File: src/rtl/fast_com_decoder.sv
//------------------------------------------------------------------------------
// fast_com_decoder
//
// Purpose:
//   Recovers byte alignment on a 320 Mb/s fast-command serial stream and
//   decodes the aligned bytes into one-hot command strobes. Alignment is found
//   by hunting for the IDLE pattern (0xF0) at any bit position. It is then
//   confirmed over LOCK_COUNT consecutive byte boundaries. Lock is dropped
//   after UNLOCK_ERR consecutive illegal bytes.
//
// Parameters:
//   LOCK_COUNT  consecutive aligned IDLE bytes needed to lock   (2..15)
//   UNLOCK_ERR  consecutive illegal bytes that drop lock         (1..15)
//
// Ports:
//   clk320         in   320 MHz bit clock, rising edge
//   rstn           in   asynchronous active-low reset
//   fastComSerial  in   serial stream, MSB of each byte first
//   aligned        out  high while locked
//   byteValid      out  one-cycle strobe per decoded byte
//   fastComByte    out  last captured aligned byte, held between strobes
//   cmdPulse       out  one-hot command strobe, qualified by byteValid
//   cmdErr         out  one-cycle strobe for an aligned illegal byte
//   errCount       out  saturating count of illegal bytes seen while locked
//
// Configuration:
//   FC_DECODER_ERRCNT_EN  when defined, errCount counts illegal locked bytes
//                         and saturates at 255. It is cleared only by reset.
//                         When undefined, errCount is tied to zero.
//------------------------------------------------------------------------------
module fast_com_decoder #(
  parameter int LOCK_COUNT = 4,
  parameter int UNLOCK_ERR = 4
) (
  input  logic       clk320,
  input  logic       rstn,
  input  logic       fastComSerial,
  output logic       aligned,
  output logic       byteValid,
  output logic [7:0] fastComByte,
  output logic [9:0] cmdPulse,
  output logic       cmdErr,
  output logic [7:0] errCount
);

  localparam logic [1:0] ST_SEARCH  = 2'd0;
  localparam logic [1:0] ST_CONFIRM = 2'd1;
  localparam logic [1:0] ST_LOCKED  = 2'd2;

  localparam logic [7:0] IDLE_CODE  = 8'hF0;
  localparam logic [3:0] LOCK_LIMIT = 4'(LOCK_COUNT);
  localparam logic [3:0] ERR_LIMIT  = 4'(UNLOCK_ERR);

  // Legal codes, entry n drives cmdPulse[n].
  localparam logic [79:0] CODE_TABLE = {
    8'hAA, 8'hA5, 8'h99, 8'h96, 8'h69,
    8'h66, 8'h55, 8'h5A, 8'h33, 8'hF0
  };

  logic [1:0] r_state;
  logic [7:0] r_shreg;
  logic [2:0] r_phase;
  logic [3:0] r_good_cnt;
  logic [3:0] r_err_run;
  logic       r_byte_valid;
  logic [7:0] r_byte;
  logic [9:0] r_cmd_pulse;
  logic       r_cmd_err;

  logic [9:0] w_onehot;
  logic       w_legal;
  logic       w_is_idle;
  logic       w_boundary;
  logic [3:0] w_good_inc;
  logic [3:0] w_err_inc;

  for (genvar gi = 0; gi < 10; gi++) begin : g_decode
    assign w_onehot[gi] = (r_shreg == CODE_TABLE[gi*8 +: 8]);
  end

  assign w_legal    = |w_onehot;
  assign w_is_idle  = (r_shreg == IDLE_CODE);
  // Phase is 0 on the cycle after the alignment match, so phase 7 is the
  // cycle in which the shift register holds a complete byte.
  assign w_boundary = (r_phase == 3'd7);
  assign w_good_inc = r_good_cnt + 4'd1;
  assign w_err_inc  = r_err_run + 4'd1;

  always_ff @(posedge clk320 or negedge rstn) begin
    if (!rstn) begin
      r_state      <= ST_SEARCH;
      r_shreg      <= 8'h00;
      r_phase      <= 3'd0;
      r_good_cnt   <= 4'd0;
      r_err_run    <= 4'd0;
      r_byte_valid <= 1'b0;
      r_byte       <= 8'h00;
      r_cmd_pulse  <= 10'd0;
      r_cmd_err    <= 1'b0;
    end else begin
      r_shreg      <= {r_shreg[6:0], fastComSerial};
      r_phase      <= r_phase + 3'd1;
      r_byte_valid <= 1'b0;
      r_cmd_pulse  <= 10'd0;
      r_cmd_err    <= 1'b0;

      case (r_state)
        ST_SEARCH: begin
          // A match restarts the phase even if it lands on a boundary.
          if (w_is_idle) begin
            r_phase    <= 3'd0;
            r_good_cnt <= 4'd1;
            r_state    <= ST_CONFIRM;
          end
        end

        ST_CONFIRM: begin
          if (w_boundary) begin
            if (w_is_idle) begin
              r_good_cnt <= w_good_inc;
              if (w_good_inc == LOCK_LIMIT) begin
                r_state   <= ST_LOCKED;
                r_err_run <= 4'd0;
              end
            end else begin
              r_good_cnt <= 4'd0;
              r_state    <= ST_SEARCH;
            end
          end
        end

        ST_LOCKED: begin
          if (w_boundary) begin
            r_byte_valid <= 1'b1;
            r_byte       <= r_shreg;
            r_cmd_pulse  <= w_onehot;
            r_cmd_err    <= ~w_legal;
            if (w_legal) begin
              r_err_run <= 4'd0;
            end else if (w_err_inc == ERR_LIMIT) begin
              // The offending byte is still reported; lock drops on the
              // same edge that launches its strobe.
              r_err_run  <= 4'd0;
              r_good_cnt <= 4'd0;
              r_state    <= ST_SEARCH;
            end else begin
              r_err_run <= w_err_inc;
            end
          end
        end

        default: begin
          r_state <= ST_SEARCH;
        end
      endcase
    end
  end

`ifdef FC_DECODER_ERRCNT_EN
  logic [7:0] r_err_count;
  logic       w_err_hit;

  assign w_err_hit = (r_state == ST_LOCKED) && w_boundary && !w_legal;

  always_ff @(posedge clk320 or negedge rstn) begin
    if (!rstn) begin
      r_err_count <= 8'd0;
    end else if (w_err_hit && (r_err_count != 8'hFF)) begin
      r_err_count <= r_err_count + 8'd1;
    end
  end

  assign errCount = r_err_count;
`else
  assign errCount = 8'd0;
`endif

  assign aligned     = (r_state == ST_LOCKED);
  assign byteValid   = r_byte_valid;
  assign fastComByte = r_byte;
  assign cmdPulse    = r_cmd_pulse;
  assign cmdErr      = r_cmd_err;

endmodule
File: config.mk
export PLATFORM = sky130hd
export DESIGN_NAME = fast_com_decoder
export DESIGN_NICKNAME = d
export VERILOG_FILES = /design/src/rtl/fast_com_decoder.sv
export SDC_FILE = /design/constraint.sdc
export NUM_CORES = 1
export LEC_CHECK = 0
export BUFFER_PORTS_ARGS = -buffer_cell sky130_fd_sc_hd__buf_2
export CORE_MARGIN = 1
export CORE_UTILIZATION = 34
export CTS_CLUSTER_DIAMETER = 50
export DETAILED_ROUTE_END_ITERATION = 8
export PLACE_DENSITY = 0.52
export SLEW_MARGIN = 10
export SYNTH_ARGS = -nofsm -noshare
export SYNTH_HDL_FRONTEND = slang
export SYNTH_SLANG_ARGS = --single-unit
File: constraint.sdc
create_clock -name clk320 -period 2.58 [get_ports clk320]
set_input_delay 0.129 -clock clk320 [delete_from_list [all_inputs] [get_ports clk320]]
set_output_delay 0.129 -clock clk320 [all_outputs]
set_load 0.03 [all_outputs]
==> impl_results.md, run 1 <==
* Highest Clock Rate at around 440 MHz
* Slew HR at 0.3926
* Starting Density at 0.3604
* Aggregate global-route resource usage at 0.1462
* N_diodes at 0
* Drc violations at 0
* Hold-fix buffers, CTS at 2
* Post-DRT Antenna Nets at 0
* R2r setup slk at 330 ps
* Die height at 79.33 um
* Die area at 6293 um^2
* Clock latency on the worst-skew pair at 300 ps
* H-tree Lvls at 2
* HPWL Detailed at ~2900 um
* Tmin final at about 2300 ps
* Post-CTS setup buffers at 0
* CTS resizes at 0
* Setup WS post-layout at 329.6 ps
* Port bufs at 23
* Worst Hold Class: reg -> reg
* Per-cell routed wire length at 13.97 um
* 1st-iter DRT viols at 76
* Hold slack at 437.8 ps
* Hold Crit Start: r_phase[0]
* Final-report hold violation count at 0
* Clk root buf: clkbuf_8
* TritonCTS clock tree: yes
* YS warnings at 0
* Largest net degree at the start of global routing at 42
* Layout cells sized above 1 at 0.2279
* Final period utilization at 0.8723
* Worst VDD drop at 0.0003800 V
* Avg Synthesized Cell Area at 11.05 um^2
* Worst Reg-to-Reg Cells at 6
* Worst-margin pin slew at 911.0 ps
* Vias in the first global route at about 1,500
* Synth Instances at 184
* Final max-slew violation count at 0
* Synthesis-to-finish area growth at 14.03%
* Die width at 79.33 um
* Async set-or-reset flop fraction in the synthesized netlist at 1.000
* Design Power at 0.001528 W
* I/O pin cnt at 32
* Critical path capture point type: flip-flop
* Post-synth top flop: dfrtp_1
* Via count at 1,447
* Setup violators final at 0
* Nets at roughly 230
* Via density at approximately 5.0
* TritonCTS Buffers at 5
* Worst slack at placement at about 350 ps
* First-pass GRT wire length at 6982 um
* Row count at 27
* Initial antenna violation count at 0
* Crit path DAT at 2440 ps
* DRT Wirelength at 4010 um
* GRT overflow at 0
* Clk slew on worst S/H paths at 80 ps
* Final Instance Area at 2318 um^2
* Commonest non-fill, non-tap cell in the layout: dfrtp_1
* Critical path required time at between 2000 and 3000 ps
* Worst setup path category: reg -> reg
* Synth Register Bits at 41
* Commonest non-fill, non-tap cells in the layout: dfrtp_1, buf_2, nand2_1, nor2_1, ha_1
* GPL Wtd Cong at 0.7884
* Clock Sink Count at 41
* Outcome: complete, no violations
* # fillers at 548
* Crit-path max FO at 7
* Number of flops mapped to enable cells by yosys at 0
* Worst reg2reg endpoint: r_state[0]
* Share of the yosys chip area belonging to registers at 0.5046
* Post-route setup TNS at 0 ps
* DRT Pass-1 Iters at 4
* DP Area at roughly 2200 um^2
* Core area at approximately 5600 um^2
* Worst hold stages at 1
* RSZ-0062 raised after global routing: false
* Hold Path End: r_phase[0]
* Yosys cell types at 49
* Leakage at ~1.1 nW
* Startpoint Class: flip-flop
* CTS max path bufs at 2
* Worst-case clock skew at about 7.0 ps
* Power per cell area at 658.9 nW/um^2
* Max-cap viol count at 0
* Post-synthesis cell area at 2033 um^2
* Worst R2R Start: r_shreg[7]
## routing by layer
metal	vias to the layer above	global-route usage	routed length, um
met1	692	0.1988	2036
met5	-	0	0
li1	704	-	-
met4	0	0.08182	104
met2	41	0.2155	1719
met3	10	0.02989	149
## Yosys cell counts (5+ instances only)
cell type | count | area share
ha_1 | 9 | 0.055
nand2_1 | 13 | 0.024
dfrtp_1 | 41 | 0.50
nand3_1 | 6 | 0.015
nor2b_1 | 7 | 0.022
o21ai_0 | 7 | 0.017
nor4_1 | 5 | 0.015
inv_1 | 6 | 0.011
nand2b_1 | 7 | 0.022
mux2_2 | 8 | 0.044
nor2_1 | 10 | 0.018
buf_4 | 8 | 0.030
## cells by family (layout without fill, tap and decap cells)
group | count (synthesis) | after routing | synth area share
AND/OR/NAND/NOR | 72 | 72 | 0.2086
flip-flops | 41 | 41 | 0.5046
AO/OA/AOI/OAI | 33 | 33 | 0.1249
buffers and inverters | 18 | 42 | 0.04861
adder cells (fa/ha/maj) | 9 | 9 | 0.05539
multiplexers | 9 | 9 | 0.05169
other | 1 | 8 | 0.001844
XOR/XNOR | 1 | 1 | 0.004308
## stage by stage
| stage | std cells | util |
|---|---|---|
| final | 287 | 0.4110 |
| after global routing | 287 | 0.4110 |
| after CTS | 287 | 0.4110 |
| after detailed placement | 277 | 0.3919 |
| after floorplan | 191 | - |
| after global placement | 277 | 0.3919 |
## critical path, cell delays in order, from the launching register on
cell	delay, ps
dfrtp_1	440
nand2b_2	260
o2bb2a_1	310
o32ai_1	530
o41a_4	250
a211oi_2	50
mux2_4	310
## registers in the layout, summed over array words and instances (netlist names)
| signal | flops |
|---|---|
| fastComByte | 8 |
| byteValid | 1 |
| r_good_cnt | 4 |
| r_shreg | 8 |
| r_phase | 3 |
| cmdPulse | 10 |
| cmdErr | 1 |
| r_err_run | 4 |
| r_state | 2 |
## where the power goes
part           internal (W)  total, W  switching, W
registers          0.000683  0.000719     0.0000357
clock network      0.000191  0.000424      0.000234
logic              0.000155  0.000384      0.000229
## final cells by class
class | instances | area [um^2] | area share
flip-flops and latches | 41 | 1026 | 0.4425
multi-input cells | 132 | 934.6 | 0.4031
repair buffers | 28 | 157.7 | 0.06800
well taps | 72 | 90.09 | 0.03886
clock buffers | 6 | 72.57 | 0.03130
inverters | 6 | 22.52 | 0.009714
clock inverters | 2 | 15.01 | 0.006476
## how the worst max path moves through the flow
stage	depth (start not counted)	end	from
2_1_floorplan	6	r_state[0]	r_shreg[7]
3_3_place_gp	6	r_state[0]	r_shreg[7]
4_1_cts	6	r_state[0]	r_shreg[7]
6_report	6	r_state[0]	r_shreg[7]
5_1_grt	6	r_err_run[3]	r_shreg[7]
3_5_place_dp	6	r_state[0]	r_shreg[7]
No activity file was read; power rests on OpenSTA's default activity.
==> inputs of run 2 (changes only) <==
CORE_UTILIZATION = 55   (was 34)
PLACE_DENSITY = 0.78   (was 0.52)
==> run 2 against run 1 <==
Compared with the run above: critical path depth stayed put; largest power group unchanged; first-iteration DRC count decreased by 14%; final cell count fell by 9.4%; global-route usage increased by 8.1 points; utilization is 26 points higher; final area decreased by 0.70%; clock power rose by 21%; sequential power up 0.7%; highest routed layer unchanged; clock skew grew 2.4 ps; total power rose by 6.2%; sequential cell count stayed put; critical endpoint unchanged; worst setup slack improved by 79 ps.
==> impl_results.md, run 2 (synthesis gave the netlist of run 1 again) <==
* Vias in the first global route at 1,485 (+1.4%)
* Core area at 3442 um^2 (-39%)
* Aggregate global-route resource usage at 0.2270 (+0.08077)
* Clock Sink Count at 41 (unchanged)
* Area of the multi-input gates at 934.6 um^2 (unchanged)
* Crit path largest cell delay at 500 ps (-30 ps)
* Critical path cell sequence: and4bb_1, o21ai_2, a21oi_2, o41a_4, a211oi_2, mux2_4
* TritonCTS clock tree: yes
* H-tree Lvls at 2 (unchanged)
* Final-report hold violation count at 0 (unchanged)
* Setup violators final at 0 (unchanged)
* Startpoint Class: flip-flop
* HPWL Detailed at 2802 um (-2.3%)
* Worst Hold Class: reg -> reg
* Clk slew on worst S/H paths at 80 ps (about the same)
* Leakage at 1.124 nW (+1.1%)
* Crit path DAT at 2360 ps (-80 ps)
* Hold Crit Start: r_phase[0]
* CTS max path bufs at 2 (unchanged)
* Design Power at 0.001622 W (+6.2%)
* 1st-iter DRT viols at 65 (-14%)
* R2r setup slk at 410 ps (+80 ps)
* First-pass GRT wire length at 6844 um (-2.0%)
* Max-cap viol count at 0 (unchanged)
* Sequential standard cell area at 1026 um^2 (unchanged)
* Clk root buf: clkbuf_8
* # fillers at 272 (-50%)
* Final period utilization at 0.8415 (-0.03075)
* Slowest-stage cell, CP: o41a_4
* Worst setup path category: reg -> reg
* Worst hold stages at 1 (unchanged)
* Post-DRT Antenna Nets at 0 (unchanged)
* Port bufs at 23 (unchanged)
* Final max-slew violation count at 0 (unchanged)
* Commonest non-fill, non-tap cell in the layout: dfrtp_1
* Worst Reg-to-Reg Cells at 6 (unchanged)
* Post-layout util at 0.6688 (+0.2579)
* Worst R2R Start: r_shreg[2]
* Die width at 62.80 um (-21%)
* Critical path capture point type: flip-flop
* Setup WS post-layout at 408.9 ps (+79.33 ps)
* GPL Wtd Cong at 0.8732 (+11%)
* Starting Density at 0.5907 (+0.2303)
* Layout cells sized above 1 at 0.2243 (-0.003608)
* Worst reg2reg endpoint: r_state[0]
* Row count at 21 (-22%)
* Worst VDD drop at 0.0005567 V (+47%)
* N_diodes at 0 (unchanged)
* DRT Wirelength at 3926 um (-2.1%)
* Via count at 1,467 (+1.4%)
* Cells after DPL at 250 (-9.7%)
* Hold Path End: r_phase[0]
* Slew HR at 0.4141 (+0.02145)
* Nets at 225 (-0.44%)
* Initial antenna violation count at 0 (unchanged)
* DRT Pass-1 Iters at 4 (unchanged)
* Outcome: complete, no violations
* Commonest non-fill, non-tap cells in the layout: dfrtp_1, buf_2, nand2_1, nor2_1, ha_1
* GRT overflow at 0 (unchanged)
* Clock latency on the worst-skew pair at 300 ps (about the same)
* Tmin final at 2171 ps (-79.33 ps)
* Drc violations at 0 (unchanged)
* Worst slack at placement at 447.9 ps (+95.32 ps)
* I/O pin cnt at 32 (unchanged)
* Max reg flops at 10 (unchanged)
* Crit path buf inv count at 0 (unchanged)
* Finished Layout Cells at 260 (-9.4%)
* Synthesis-to-finish area growth at 13.23%
* Post-route setup TNS at 0 ps (unchanged)
* Die height at 62.80 um (-21%)
* Delay-heaviest family, CP: compound AO/OA/AOI/OAI gates
* Power per cell area at 704.5 nW/um^2 (+6.9%)
* Worst-margin pin slew at 878.9 ps (-32.18 ps)
* Worst-case clock skew at 9.344 ps (+2.371 ps)
* TritonCTS Buffers at 5 (unchanged)
* Crit-path max FO at 9 (+2)
* RSZ-0062 raised after global routing: false
* Critical path required time at 2770 ps (about the same)
* Per-cell routed wire length at 15.10 um (+8.1%)
* Via density at 5.642 (+12%)
* Highest Clock Rate at 460.6 MHz (+3.7%)
* Largest net degree at the start of global routing at 42 (unchanged)
* CTS resizes at 0 (unchanged)
* Die area at 3944 um^2 (-37%)
## run 2: worst max path at each step
stage,startpoint,end,cells after the start
2_1_floorplan,r_shreg[7],r_state[0],6
3_3_place_gp,r_shreg[7],r_state[0],6
3_5_place_dp,r_shreg[7],r_state[0],6
4_1_cts,r_shreg[2],r_state[0],6
5_1_grt,r_shreg[7],r_state[0],6
6_report,r_shreg[2],r_state[0],6
## run 2: timing repair
action                    4_1_cts  5_1_grt
buffers inserted                0        0
hold endpoints to repair       42        0
hold buffers                    2        0
## run 2: per-stage QoR
step           hold WS [ps]  area [um^2]
2_1_floorplan        -166.6         2059
6_report              451.2         2302
3_5_place_dp          239.3         2171
5_1_grt               457.3         2302
4_1_cts               443.6         2302
3_3_place_gp          239.2         2171
## run 2: layout make-up
class	instances	area share
sequential	41	0.4457
multi-input combinational	132	0.4060
timing repair buffer	27	0.06522
clock buffer	6	0.03152
tap	46	0.02500
clock inverter	2	0.01685
inverter	6	0.009783
## run 2: power by group
part	switching [W]	internal, W
combinational	0.000230	0.000156
sequential	0.0000404	0.000683
clock	0.000222	0.000290
total	0.000493	0.00113
## run 2: worst register-to-register path, delay by kind of cell, from the launching register on
kind,cells,cell delay [ps]
AOI/OAI and AO/OA,4,1010
DFF,1,470
muxes,1,310
and+or+nand+nor,1,260
## run 2: per-layer routing
metal  part of all wire  vias to the layer above  global-route usage
met2               0.50                       49              0.3750
met5                  0                        -                   0
met1               0.45                      705              0.2859
li1                   -                      709                   -
met3              0.047                        4             0.06752
met4             0.0087                        0             0.06977
